===== src/rtl/countdown_timer_pkg.sv =====
// Shared types for the countdown timer slice.
// Holds the timer state enum and prescaler width.
package counter_pkg;

  typedef enum logic [1:0] {
    IDLE,
    RUN,
    HOLD
  } timer_state_t;

  localparam int PRE_W = 8;

endpackage


===== src/rtl/countdown_timer_if.sv =====
// Control/status bundle for countdown_timer.
// The master drives load/en; the timer reports count/busy/done.
interface countdown_timer_if #(
  parameter int WIDTH = 4
);

  logic             load;
  logic [WIDTH-1:0] load_val;
  logic             en;
  logic [WIDTH-1:0] count;
  logic             busy;
  logic             done;

  modport master (
    output load, load_val, en,
    input  count, busy, done
  );

  modport slave (
    input  load, load_val, en,
    output count, busy, done
  );

endinterface


===== src/rtl/countdown_timer_tick_gen.sv =====
// Prescale counter: one tick every PRESCALE enabled cycles.
// The tick is combinational from the registered prescaler and en.
module tick_gen
  import counter_pkg::*;
#(
  parameter int PRESCALE = 1
) (
  input  logic clk,
  input  logic rst,
  input  logic clear,
  input  logic en,
  output logic tick
);

  localparam logic [PRE_W-1:0] LAST = PRE_W'(PRESCALE - 1);

  logic [PRE_W-1:0] pre_q;

  assign tick = en && (pre_q == LAST);

  always_ff @(posedge clk) begin
    if (rst) begin
      pre_q <= '0;
    end else if (clear) begin
      pre_q <= '0;
    end else if (en) begin
      if (tick) pre_q <= '0;
      else      pre_q <= pre_q + PRE_W'(1);
    end
  end

endmodule


===== src/rtl/countdown_timer.sv =====
// Loadable down-counter with one-cycle done pulse at zero.
// Define COUNTDOWN_AUTO_RELOAD_EN to restart from the last load value.
module countdown_timer
  import counter_pkg::*;
#(
  parameter int WIDTH    = 4,
  parameter int PRESCALE = 1
) (
  input logic            clk,
  input logic            rst,
  countdown_timer_if.slave bus
);

  timer_state_t     state_q, state_d;
  logic [WIDTH-1:0] count_q, count_d;
  logic             busy_q, busy_d;
  logic             done_q, done_d;
  logic             armed;
  logic             tick;

`ifdef COUNTDOWN_AUTO_RELOAD_EN
  logic [WIDTH-1:0] reload_q, reload_d;
`endif

  assign armed = (state_q != IDLE);

  tick_gen #(
    .PRESCALE(PRESCALE)
  ) u_tick (
    .clk  (clk),
    .rst  (rst),
    .clear(bus.load),
    .en   (armed && bus.en),
    .tick (tick)
  );

  always_comb begin
    state_d = state_q;
    count_d = count_q;
    done_d  = 1'b0;
`ifdef COUNTDOWN_AUTO_RELOAD_EN
    reload_d = reload_q;
`endif
    if (bus.load) begin
      if (bus.load_val != '0) begin
        count_d = bus.load_val;
        state_d = bus.en ? RUN : HOLD;
`ifdef COUNTDOWN_AUTO_RELOAD_EN
        reload_d = bus.load_val;
`endif
      end else begin
        count_d = '0;
        state_d = IDLE;
`ifdef COUNTDOWN_AUTO_RELOAD_EN
        reload_d = '0;
`endif
      end
    end else if (armed) begin
      state_d = bus.en ? RUN : HOLD;
      if (tick) begin
        if (count_q > WIDTH'(1)) begin
          count_d = count_q - WIDTH'(1);
        end else begin
          done_d = 1'b1;
`ifdef COUNTDOWN_AUTO_RELOAD_EN
          count_d = reload_q;
`else
          count_d = '0;
          state_d = IDLE;
`endif
        end
      end
    end
    busy_d = (state_d != IDLE);
  end

  always_ff @(posedge clk) begin
    if (rst) begin
      state_q <= IDLE;
      count_q <= '0;
      busy_q  <= 1'b0;
      done_q  <= 1'b0;
    end else begin
      state_q <= state_d;
      count_q <= count_d;
      busy_q  <= busy_d;
      done_q  <= done_d;
    end
  end

`ifdef COUNTDOWN_AUTO_RELOAD_EN
  always_ff @(posedge clk) begin
    if (rst) reload_q <= '0;
    else     reload_q <= reload_d;
  end
`endif

  assign bus.count = count_q;
  assign bus.busy  = busy_q;
  assign bus.done  = done_q;

endmodule


===== src/flat_wrapper.sv =====
// flat-port wrapper written by rule: the top's interface ports become plain ports
module countdown_timer_flat import counter_pkg::*;
#(
  parameter int WIDTH    = 4,
  parameter int PRESCALE = 1
)
  (clk, rst, bus_load, bus_load_val, bus_en, bus_count, bus_busy, bus_done);
  countdown_timer_if #(.WIDTH(WIDTH)) bus_i ();
  input logic clk;
  input logic rst;
  input wire logic [$bits(bus_i.load)-1:0] bus_load;
  input wire logic [$bits(bus_i.load_val)-1:0] bus_load_val;
  input wire logic [$bits(bus_i.en)-1:0] bus_en;
  output wire logic [$bits(bus_i.count)-1:0] bus_count;
  output wire logic [$bits(bus_i.busy)-1:0] bus_busy;
  output wire logic [$bits(bus_i.done)-1:0] bus_done;
  assign bus_i.load = bus_load;
  assign bus_i.load_val = bus_load_val;
  assign bus_i.en = bus_en;
  assign bus_count = bus_i.count;
  assign bus_busy = bus_i.busy;
  assign bus_done = bus_i.done;
  countdown_timer #(.WIDTH(WIDTH), .PRESCALE(PRESCALE)) u_core (.clk(clk), .rst(rst), .bus(bus_i));
endmodule

===== config.mk =====
export PLATFORM = sky130hd
export DESIGN_NAME = countdown_timer_flat
export DESIGN_NICKNAME = d
export VERILOG_FILES = /design/src/rtl/countdown_timer_pkg.sv /design/src/rtl/countdown_timer_if.sv /design/src/rtl/countdown_timer_tick_gen.sv /design/src/rtl/countdown_timer.sv /design/src/flat_wrapper.sv
export SDC_FILE = /design/constraint.sdc
export NUM_CORES = 1
export LEC_CHECK = 0
export ABC_CLOCK_PERIOD_IN_PS = 2100
export CAP_MARGIN = 20
export CORE_AREA = 2 2 49 51
export DETAILED_ROUTE_END_ITERATION = 7
export DIE_AREA = 0 0 51 53
export PLACE_DENSITY = 0.63
export SLEW_MARGIN = 0
export SYNTH_ARGS = -nofsm -noshare
export SYNTH_HDL_FRONTEND = slang
export SYNTH_SLANG_ARGS = --single-unit

===== constraint.sdc =====
create_clock -name clk -period 2.1 [get_ports clk]
set_clock_uncertainty 0.2 [all_clocks]
set_input_delay 0.63 -clock clk [delete_from_list [all_inputs] [get_ports clk]]
set_output_delay 0.63 -clock clk [all_outputs]
set_load 0.01 [all_outputs]

==> results.cfg <==
[run_status]
status = finished clean

[power_and_ir_drop]
finalPower_w = 0.000630
power.leakage_nw = 0.467
p_per_area_mw_per_mm2 = 592
peakVddDrop_mv = 0.332

[global_routing]
grt_max_degree = 10
antenna_found_initial = 0
grt_pass1_wl_mm = 2.98
track_usage_pct = 15.3
grt_pass1_vias = 722
grt_overflow = 0

[worst_setup_path]
worstSetupPathType = reg -> out
slowest_delay_ps = 550
cp-start-kind = flop
cp.required_ps = 1270
cp_top_family = buffers and inverters
path_cells = clkdlybuf4s50_1
worstPathArrival_ps = 1220
endpoint_kind = output port
cpMaxStageDelayCell = clkdlybuf4s50_1
cp_max_fo = 5
startpoint = u_core.bus.count[0]$_SDFFE_PP0P_
cp.buffers_inverters = 1
r2r-start = u_core.bus.count[1]$_SDFFE_PP0P_

[detailed_routing]
drtAntennaViolNets = 0
dr.pass1.iters = 4
dr.first_iter.drc_count = 14
routedWlPerCell_um = 11.9
vias = 736
wirelength_mm = 1.72
drc = 0
viasPerCell = 5.11

[sta]
fin_tns_setup_ps = 0
rsz0062_at_grt = false
worstMarginPinSlew_ps = 349
slew_violations = 0
layout_min_cycle_time_ps = 2050
post-route-period-util_pct = 97.4
fmax_ghz = 0.489
slew_headroom_pct = 76.6
worst_hold_slack_ps = 328
setup_viol = 0
finalHoldViolCount = 0

[floorplan]
num_rows = 17
io_pins = 14
die_area_mm2 = 0.00270
die_w_um = 51
initial_core_util_pct = 37.3
core_mm2 = 0.00215
die_h_um = 53

[flow_run]
drv_cap = 0

[synth]
avgSynthCellArea_um2 = 8.72
yosysWarnings = 0
synth_seq_cells = 16
yosys.area.top_type = dfxtp_1
yosysTopAreaCellShare_pct = 39.9
ys_types = 26
synth_cells = 92
async_reset_ff_share_pct = 0
ys_seq_area_share_pct = 39.9
ys.flop_type = dfxtp_1
synth_common_cells = 16 x dfxtp_1, 13 x nand2_1, 11 x nor2_1
synth.most_common_cell = dfxtp_1
synth_nets = 104
synth_area_um2 = 802
synth_edf_count = 0
synth_area_leaders = dfxtp_1 40%, xor2_1 6.6%, ha_1 6.2%

[place]
io_buffers = 13
dp_hpwl_mm = 1.34
place_congestion = 0.837

[finish]
fin_nets = 129
syn2layout_area_growth_pct = 32.6
drive_above_1_share_pct = 15.5
diodes = 0
post-route-util_pct = 49.5

[hold_path]
hold_start = u_core.bus.count[0]$_SDFFE_PP0P_
hold_path.class = reg -> reg

[clock_tree]
clkTransAtPathRegs_ps = 90
cts_buffers = 3
clockBufferDepth = 2
ctsHoldBuffers = 0
cts_sinks = 16
insertion_delay_ps = 280
post_cts_buffers = 0
cts_tree = built
cts.htree.levels = 1
clockRootBuffer = clkbuf_4
registers in the layout (all words and copies together), names as in the netlist:
signal / flops
u_core.bus.busy: 1
u_core.bus.count: 4
u_core.bus.done: 1
u_core.state_q: 2
u_core.u_tick.pre_q: 8
final cells by class:
class / instances / area, um^2
Inverter: 6 / 22.5
Multi-Input combinational cell: 70 / 459
Clock buffer: 4 / 36.3
Timing Repair Buffer: 20 / 188
Tap cell: 28 / 35.0
Sequential cell: 16 / 323
Fill cell: 204 / 1080
cell usage in the layout, fill, tap and decap left out:
cell and count:
dlymetal6s2s_1 2, buf_4 7, a21oi_1 3, nor2_1 11, o211ai_1 2, clkdlybuf4s50_1 11
nand3_2 1, o21a_1 1, and3_1 1, o2111a_1 1, nor4_1 1, nor2b_1 1
nor3_1 3, xor2_1 6, or3b_1 1, clkbuf_4 3, nand3b_1 1, a2111o_1 1
nand3_1 1, nor3_2 1, ha_1 4, nand4_1 6, inv_1 6, mux2i_1 2
nand2_1 13, clkbuf_8 1, or2_2 2, o21ai_0 4, nor4b_4 1, dfxtp_2 2
a311oi_1 2, dfxtp_1 14
metal layers:
| layer | track usage (%) | part of all wire, % |
|---|---|---|
| met2 | 24.9 | 47 |
| met5 | 0 | 0 |
| met4 | 12.2 | 2.9 |
| met3 | 3.11 | 4.0 |
| met1 | 17.3 | 46 |
kinds of logic (layout without fill, tap and decap cells):
logic type | after synthesis | in the layout | synth area share [%]
DFF | 16 | 16 | 39.9
adders and majority gates | 4 | 4 | 6.24
and+or+nand+nor | 44 | 44 | 29.8
muxes | 2 | 2 | 2.50
buffers and inverters | 6 | 30 | 2.81
AOI/OAI and AO/OA | 14 | 14 | 12.2
xor gates and xnor gates | 6 | 6 | 6.55
repair_timing:
| action | in CTS | in global routing |
|---|---|---|
| endpoints found under the setup margin | 1 | 4 |
| endpoints found under the hold margin | 0 | 0 |
| gates resized for setup | 1 | 3 |
| gates cloned | 0 | 0 |
stage by stage:
step	setup slack, ps	cell area [um^2]	cells
3_3_place_gp	-106	1020	140
2_1_floorplan	152	802	92
4_1_cts	10.2	1060	144
3_5_place_dp	-178	1020	140
5_1_grt	7.00	1060	144
6_report	53.6	1060	144
worst paths after layout:
kind                                      endpoint  slack [ps]  depth (start not counted)
setup / recovery                      bus_count[0]          50                          1
hold / removal    u_core.bus.count[0]$_SDFFE_PP0P_         330                          2
setup reg to reg  u_core.bus.count[1]$_SDFFE_PP0P_         120                          6
hold reg to reg   u_core.bus.count[0]$_SDFFE_PP0P_         330                          2
power breakdown:
group | switching (W) | internal [W] | leakage, nW
logic | 0.0000475 | 0.0000553 | 0.315
registers | 0.0000103 | 0.000314 | 0.131
clock network | 0.0000971 | 0.000105 | 0.0210
total | 0.000155 | 0.000475 | 0.467
Note: power is estimated with default switching activity, not from simulation.
